### src/rtl/tl_pkt_pkg.sv
// Shared definitions for the 16-byte TileLink packet format used between the
// UART bridge, its requesters and the transaction scheduler.
package tl_pkt_pkg;

    localparam int PKT_W = 128;

    // Byte offsets inside a packet (byte 0 lives in bits [7:0])
    localparam int OFF_CHAN  = 0;
    localparam int OFF_OPC   = 1;
    localparam int OFF_SIZE  = 2;
    localparam int OFF_UNION = 3;
    localparam int OFF_ADDR  = 4;
    localparam int OFF_DATA  = 8;

    // Channel identifiers
    localparam logic [2:0] CH_A = 3'd0;
    localparam logic [2:0] CH_D = 3'd3;

    // Opcodes
    localparam logic [3:0] OPC_GET             = 4'd4;
    localparam logic [3:0] OPC_PUT_FULL        = 4'd0;
    localparam logic [3:0] OPC_ACCESS_ACK      = 4'd0;
    localparam logic [3:0] OPC_ACCESS_ACK_DATA = 4'd1;

    // Corrupt flag position inside the opcode byte
    localparam int CORRUPT_BIT = 7;

    // Scheduler FSM states
    typedef enum logic [1:0] {
        ST_IDLE      = 2'd0,
        ST_ISSUE     = 2'd1,
        ST_WAIT_RESP = 2'd2,
        ST_DELIVER   = 2'd3
    } state_e;

    // A packet is a Ch A request (and therefore expects a Ch D reply) when
    // its channel byte is zero.
    function automatic logic is_ch_a(input logic [PKT_W-1:0] p);
        return p[OFF_CHAN*8 +: 8] == {5'd0, CH_A};
    endfunction

    // Response synthesized when the bridge never answers: Ch D,
    // AccessAckData with the corrupt flag, size 0, denied, address/data 0.
    function automatic logic [PKT_W-1:0] timeout_rsp();
        logic [PKT_W-1:0] p;
        p = '0;
        p[OFF_CHAN*8  +: 8] = {5'd0, CH_D};
        p[OFF_OPC*8   +: 8] = {4'd0, OPC_ACCESS_ACK_DATA};
        p[OFF_OPC*8 + CORRUPT_BIT] = 1'b1;
        p[OFF_UNION*8 +: 8] = 8'h01;
        return p;
    endfunction

endpackage

### src/rtl/rr_arbiter_2.sv
// Two-way round-robin arbiter. When both requests are present the port that
// did not win last time is chosen; a lone request always wins.
module rr_arbiter_2 (
    input  logic [1:0] i_req,
    input  logic       i_last_grant,
    output logic [1:0] o_grant
);

    // One-hot grant selection
    always_comb begin
        o_grant = 2'b00;
        case (i_req)
            2'b01:   o_grant = 2'b01;
            2'b10:   o_grant = 2'b10;
            2'b11:   o_grant = i_last_grant ? 2'b01 : 2'b10;
            default: o_grant = 2'b00;
        endcase
    end

endmodule

### src/rtl/tl_host_txn_scheduler.sv
// Shares the UART-to-TileLink bridge between the STL UART client (port 0) and
// the on-FPGA sequencer (port 1). One packet is in flight at a time; a Ch A
// request holds the bridge until its Ch D reply returns (or a watchdog
// synthesizes a denied/corrupt reply) and the reply is handed to the owner.
module tl_host_txn_scheduler
    import tl_pkt_pkg::*;
#(
    parameter int                   TIMEOUT_W      = 24,
    parameter logic [TIMEOUT_W-1:0] TIMEOUT_CYCLES = 24'd1000000,
    parameter int                   CNT_W          = 8
) (
    input  logic             sysclk,
    input  logic             reset,

    input  logic             req0_valid,
    output logic             req0_ready,
    input  logic [PKT_W-1:0] req0_data,

    input  logic             req1_valid,
    output logic             req1_ready,
    input  logic [PKT_W-1:0] req1_data,

    output logic             br_valid,
    input  logic             br_ready,
    output logic [PKT_W-1:0] br_data,

    input  logic             rsp_in_valid,
    output logic             rsp_in_ready,
    input  logic [PKT_W-1:0] rsp_in_data,

    output logic             rsp0_valid,
    input  logic             rsp0_ready,
    output logic [PKT_W-1:0] rsp0_data,

    output logic             rsp1_valid,
    input  logic             rsp1_ready,
    output logic [PKT_W-1:0] rsp1_data,

    output logic             busy,
    output logic [CNT_W-1:0] timeout_count,
    output logic [CNT_W-1:0] stray_count
);

    // Status counters stick at all-ones rather than wrapping.
    function automatic logic [CNT_W-1:0] sat_inc(input logic [CNT_W-1:0] v);
        return (&v) ? v : v + 1'b1;
    endfunction

    state_e                 r_state;
    logic                   r_last_grant;
    logic                   r_owner;
    logic [PKT_W-1:0]       r_pkt_buf;
    logic [PKT_W-1:0]       r_rsp_buf;
    logic [TIMEOUT_W-1:0]   r_timer;
    logic [CNT_W-1:0]       r_timeout_cnt;
    logic [CNT_W-1:0]       r_stray_cnt;

    logic [1:0]             w_grant;
    logic                   w_idle;
    logic                   w_issue;
    logic                   w_wait;
    logic                   w_deliver;
    logic                   w_owner_ready;
    logic                   w_timer_expired;
    logic                   w_timeout_fire;
    logic                   w_stray;

    assign w_idle    = (r_state == ST_IDLE);
    assign w_issue   = (r_state == ST_ISSUE);
    assign w_wait    = (r_state == ST_WAIT_RESP);
    assign w_deliver = (r_state == ST_DELIVER);

    rr_arbiter_2 u_arb (
        .i_req        ({req1_valid, req0_valid}),
        .i_last_grant (r_last_grant),
        .o_grant      (w_grant)
    );

    // A real reply always beats the watchdog in the cycle it expires.
    assign w_timer_expired = (r_timer == '0);
    assign w_timeout_fire  = w_wait && !rsp_in_valid && w_timer_expired;
    assign w_stray         = rsp_in_valid && !w_wait;
    assign w_owner_ready   = r_owner ? rsp1_ready : rsp0_ready;

    // Transaction FSM: arbitrate, issue to bridge, wait for Ch D, deliver
    always_ff @(posedge sysclk or posedge reset) begin
        if (reset) begin
            r_state      <= ST_IDLE;
            r_last_grant <= 1'b1;
            r_owner      <= 1'b0;
            r_pkt_buf    <= '0;
            r_rsp_buf    <= '0;
            r_timer      <= '0;
        end else begin
            case (r_state)
                ST_IDLE: begin
                    if (|w_grant) begin
                        r_pkt_buf    <= w_grant[1] ? req1_data : req0_data;
                        r_owner      <= w_grant[1];
                        r_last_grant <= w_grant[1];
                        r_state      <= ST_ISSUE;
                    end
                end
                ST_ISSUE: begin
                    if (br_ready) begin
                        if (is_ch_a(r_pkt_buf)) begin
                            r_timer <= TIMEOUT_CYCLES - 1'b1;
                            r_state <= ST_WAIT_RESP;
                        end else begin
                            // Non-Ch-A traffic gets no reply from the target
                            r_state <= ST_IDLE;
                        end
                    end
                end
                ST_WAIT_RESP: begin
                    r_timer <= r_timer - 1'b1;
                    if (rsp_in_valid) begin
                        r_rsp_buf <= rsp_in_data;
                        r_state   <= ST_DELIVER;
                    end else if (w_timer_expired) begin
                        r_rsp_buf <= timeout_rsp();
                        r_state   <= ST_DELIVER;
                    end
                end
                ST_DELIVER: begin
                    if (w_owner_ready) begin
                        r_state <= ST_IDLE;
                    end
                end
                default: r_state <= ST_IDLE;
            endcase
        end
    end

    // Saturating counts of watchdog expiries and discarded responses
    always_ff @(posedge sysclk or posedge reset) begin
        if (reset) begin
            r_timeout_cnt <= '0;
            r_stray_cnt   <= '0;
        end else begin
            if (w_timeout_fire) begin
                r_timeout_cnt <= sat_inc(r_timeout_cnt);
            end
            if (w_stray) begin
                r_stray_cnt <= sat_inc(r_stray_cnt);
            end
        end
    end

    // Only the granted port sees ready, and only while idle
    assign req0_ready = w_idle && w_grant[0];
    assign req1_ready = w_idle && w_grant[1];

    assign br_valid = w_issue;
    assign br_data  = w_issue ? r_pkt_buf : '0;

    // Responses are always consumed; out-of-window ones are just counted
    assign rsp_in_ready = 1'b1;

    assign rsp0_valid = w_deliver && !r_owner;
    assign rsp1_valid = w_deliver &&  r_owner;
    assign rsp0_data  = rsp0_valid ? r_rsp_buf : '0;
    assign rsp1_data  = rsp1_valid ? r_rsp_buf : '0;

    assign busy          = !w_idle;
    assign timeout_count = r_timeout_cnt;
    assign stray_count   = r_stray_cnt;

endmodule

### config.mk
export PLATFORM = sky130hd
export DESIGN_NAME = tl_host_txn_scheduler
export DESIGN_NICKNAME = d
export VERILOG_FILES = /design/src/rtl/tl_pkt_pkg.sv /design/src/rtl/rr_arbiter_2.sv /design/src/rtl/tl_host_txn_scheduler.sv
export SDC_FILE = /design/constraint.sdc
export NUM_CORES = 1
export LEC_CHECK = 0
export BUFFER_PORTS_ARGS = -buffer_cell sky130_fd_sc_hd__buf_4
export CAP_MARGIN = 0
export CELL_PAD_IN_SITES_DETAIL_PLACEMENT = 1
export CELL_PAD_IN_SITES_GLOBAL_PLACEMENT = 1
export CORE_AREA = 2 2 308 310
export DETAILED_ROUTE_END_ITERATION = 8
export DIE_AREA = 0 0 310 312
export GPL_TIMING_DRIVEN = 0
export PLACE_DENSITY_LB_ADDON = 0.08
export SLEW_MARGIN = 20
export SYNTH_ARGS = -nofsm -noshare
export SYNTH_HDL_FRONTEND = slang
export SYNTH_HIERARCHICAL = 1
export SYNTH_SLANG_ARGS = --single-unit
### constraint.sdc
create_clock -name sysclk -period 9.7 [get_ports sysclk]
set_clock_uncertainty 0.1 [all_clocks]
set_input_delay 0.485 -clock sysclk [delete_from_list [all_inputs] [get_ports sysclk]]
set_output_delay 0.485 -clock sysclk [all_outputs]
set_load 0.05 [all_outputs]
==> results.md <==
Run status:
- The flow ran to the end, and the final reports show no timing, DRC or antenna violations.

Cells and area:
- Fill cells in the final layout number 10.8k.
- Cells with a size suffix above 1 make up a little under two fifths of the layout.
- From synthesis to final layout, the design area changed by 60.8%.
- The multi-input combinational cells in the finished layout cover a total of approximately 7000 sq um.
- The sequential standard cell area is 7510 sq um.
- The filler-free cell count of the finished design is around 3.6k.
- The top cell types in the final layout, fill and taps aside, are buf_4, and2_1, dfrtp_1.
- At the end of the flow, the number of nets in the layout was about 2.7k.
- The leading cell type in the layout, fill and taps excluded is buf_4.

Logic synthesis:
- The total number of yosys warnings is 6.
- Synthesis produced 1,483 cells.
- After synthesis, flip-flops and latches occupy ~50% of the total area.
- The synthesized design contains 300 register bits.
- The number of nets handed over by synthesis was 1,879.
- The share of synthesized flip-flops with an asynchronous set or reset is 100%.
- After synthesis, the netlist uses 55 different library cells.
- The cell area after synthesis is 15,100 sq um.
- The count of flip-flops with a built-in enable after synthesis is 0.
- The average instance in the mapped netlist occupies approximately 10 sq um.
- The most common flop cell mapped by yosys is dfrtp_1.

Timing:
- Based on the critical path, the design can be clocked at up to about 240 MHz.
- The worst path uses between 40% and 50% of the clock period.
- The final number of hold-violating endpoints came to 0.
- The tightest hold path in the finished design has a slack of approximately 56 ps.
- The pin slew with the least headroom to its limit is between 1000 and 1500 ps.
- Setup repair after global routing left no endpoint under its margin.
- In this run the tightest slew margin relative to its limit is a little over a quarter.
- The time the final worst path needs with I/O delays and setup is between 4000 and 5000 ps.
- The number of pins with negative max-slew slack in the final report came to 0.
- Setup violations remaining at the end of the flow were counted as 0.

Clock network:
- Clock-pin slew was measured on the worst setup and hold paths at roughly 60 ps.
- The H-tree was split into 2 levels.
- The number of gates resized after CTS was 0.
- The worst-case clock buffer depth is 3.
- Once the clock tree was built, the setup fixing pass inserted 0 buffers.
- The number of buffers inserted by hold repair at cts is 8.
- Counting every sink on the clock net gives 300.
- The later pin in the worst-skew pair is clocked with a latency of ~560 ps.
- The library cell used as clock root buffer is clkbuf_16.
- The CTS tree is built.
- Buffers inserted during clock tree synthesis total 42.

Floorplanning:
- Pin placement for this block handled 799 I/O pins.
- Measured along the x axis, the die boundary spans 310 um.
- Measured along the y axis, the die boundary spans 312 um.
- The area of the core is ~93,000 sq um.
- The initial utilization of the core area, before any placement, comes to roughly 16%.
- The die covers around 97,000 sq um.
- In this run the core area contains 112 standard-cell rows.

Min path:
- The path class of the tightest hold or removal check is in2reg.

Setup path:
- The worst register-to-register path begins at r_last_grant.
- The start-to-end type of the worst setup path is reg2out.
- The critical path required time is 9120 ps.
- Along the worst path, the maximum fanout reaches 10.
- In this run the worst setup path terminates at br_data[14].
- The worst setup path is captured at an output pin.
- At the worst endpoint, the arrival time is about 3600 ps.
- The depth of the worst register-to-register path is 6.
- The endpoint identified for the worst register-to-register timing path is r_pkt_buf[37].
- The worst setup path is launched from a flop.
- The minimum setup slack among reg-to-reg paths is around 6400 ps.

Global routing:
- The global-route usage over all layers is between 10% and 20%.
- The first global-routing pass estimated 112,000 um of wire.
- The initial antenna violation count was 10.
- The via count of the first global-routing pass is 15.9k.
- The global route total overflow is 0.
- Entering global routing, the biggest net connects 94 pins.

Placement:
- Counting tap cells, the placed design contains a total of between 3k and 4k instances.
- The congestion estimate from routability-driven global placement came to 0.799.
- The estimated wirelength of the detail-placed design is 63,800 um.
- The number of buffer cells added on primary ports is around 800.

Drt:
- The met1 wire length is 29,200 um.
- The routed wire length on met2 is approximately 41,000 um.
- The final wirelength is between 70,000 and 80,000 um.
- The detail route stage leaves a number of antenna-violating nets equal to 0.
- The total met3 wirelength after detailed routing is about 7800 um.
- The detailed router placed about 15k vias in this run.
- Dividing the detail-routed via count by the number of cells gives 4.02.
- Before antenna repair, the detailed router went through 6 iterations.
- The wire length per cell is about 22 um.
- The highest metal layer with signal wires is met5.
- The remaining routing DRC violations is 0.
- For this block, the initial DRC count from the detailed router was 436.

Pwr:
- Power spread over the standard cell area amounts to ~240 nW/um^2.
- Across the VDD grid, the largest voltage drop is 89.1 uV.
- The leakage power is around 12 nW.

Job:
- The max-capacitance violation count is 0.
-- power breakdown --
group | internal, mW | total, mW | switching [mW]
sequential | 1.56 | 1.74 | 0.180
combinational | 0.826 | 2.61 | 1.78
clock | 0.969 | 1.57 | 0.601
-- sequential cells by signal (all words and copies together), names as in the netlist, named ones only --
| register | cells |
|---|---|
| r_pkt_buf | 128 |
| r_rsp_buf | 128 |
| r_timer | 24 |
| stray_count | 8 |
| timeout_count | 8 |
| r_last_grant | 1 |
| r_owner | 1 |
| r_state | 1 |
-- logic make-up (layout without fill, tap and decap cells) --
group / count (synthesis) / count (layout) / synth area share [%]
buffers and inverters: 127 / 1009 / 3.46
adder cells (fa/ha/maj): 4 / 4 / 0.332
AO/OA/AOI/OAI: 275 / 275 / 12.6
other: 1 / 5 / 0.0249
XOR/XNOR: 31 / 31 / 1.80
multiplexers: 131 / 131 / 8.72
flip-flops: 300 / 300 / 49.8
AND/OR/NAND/NOR: 614 / 614 / 23.3
-- layer usage --
layer	up-vias	GRT usage, %
met5	-	0
met4	10	3.50
met3	85	6.23
met2	537	28.6
met1	7199	17.1
li1	6747	-
-- synth_stat cells, drive strengths merged (2+ instances only) --
library cell,count,share of area (%)
a21o,2,0.10
nor4,12,0.82
nand4b,2,0.22
and3,5,0.21
nand2,14,0.35
nor3,11,0.44
inv,7,0.17
nand2b,2,0.083
a21oi,131,4.3
o21ai,5,0.19
or4,4,0.22
or3,4,0.20
a22o,123,7.1
buf,27,0.96
nand3,10,0.37
nand4,7,0.29
nor2b,3,0.12
and2,385,16
o22a,5,0.29
clkbuf,93,2.3
mux2,3,0.22
mux2i,128,8.5
ha,4,0.33
xnor2,22,1.3
a21boi,3,0.15
xor2,9,0.52
dfrtp,299,50
nor2,151,3.8
-- critical path, stage by stage, from the launching register on --
cell	delay, ps
dfrtp_1	460
and2b_1	360
clkbuf_1	650
clkbuf_1	590
and2_1	610
buf_4	320
-- metrics by stage --
| step | area [sq um] | power, mW | worst slack [ps] | setup TNS [ps] | util, % |
|---|---|---|---|---|---|
| 4_1_cts | 24200 | 6.06 | 5280 | 0 | 26.0 |
| 3_5_place_dp | 22800 | 4.42 | 5920 | 0 | 24.5 |
| 6_report | 24200 | 5.92 | 5540 | 0 | 26.0 |
| 3_3_place_gp | 22600 | 4.39 | -4240 | -1251210 | 24.3 |
| 5_1_grt | 24200 | 6.27 | 5270 | 0 | 26.0 |
| 2_1_floorplan | 15100 | 3.39 | 827 | 0 | - |
-- worst min-delay path by stage --
stage                     startpoint        endpoint  slack [ps]  depth (start not counted)
floorplan                r_timer[18]     r_timer[18]         350                          1
global placement         r_timer[18]     r_timer[18]         360                          1
detailed placement       r_timer[18]     r_timer[18]         380                          1
CTS                 rsp_in_data[116]  r_rsp_buf[116]        0.01                          2
global route          rsp_in_data[5]    r_rsp_buf[5]          10                          2
finish              rsp_in_data[118]  r_rsp_buf[118]          60                          2
-- area by class of cell --
class / instances / area share (%)
tap: 1254 / 6.47
antenna: 4 / 0.0413
multi-input combinational: 1056 / 29.1
clock buffer: 67 / 5.40
buffer: 120 / 2.05
sequential: 300 / 31.0
timing repair buffer: 810 / 25.5
clock inverter: 5 / 0.325
inverter: 7 / 0.139
Power figures use the tool's default switching activity.
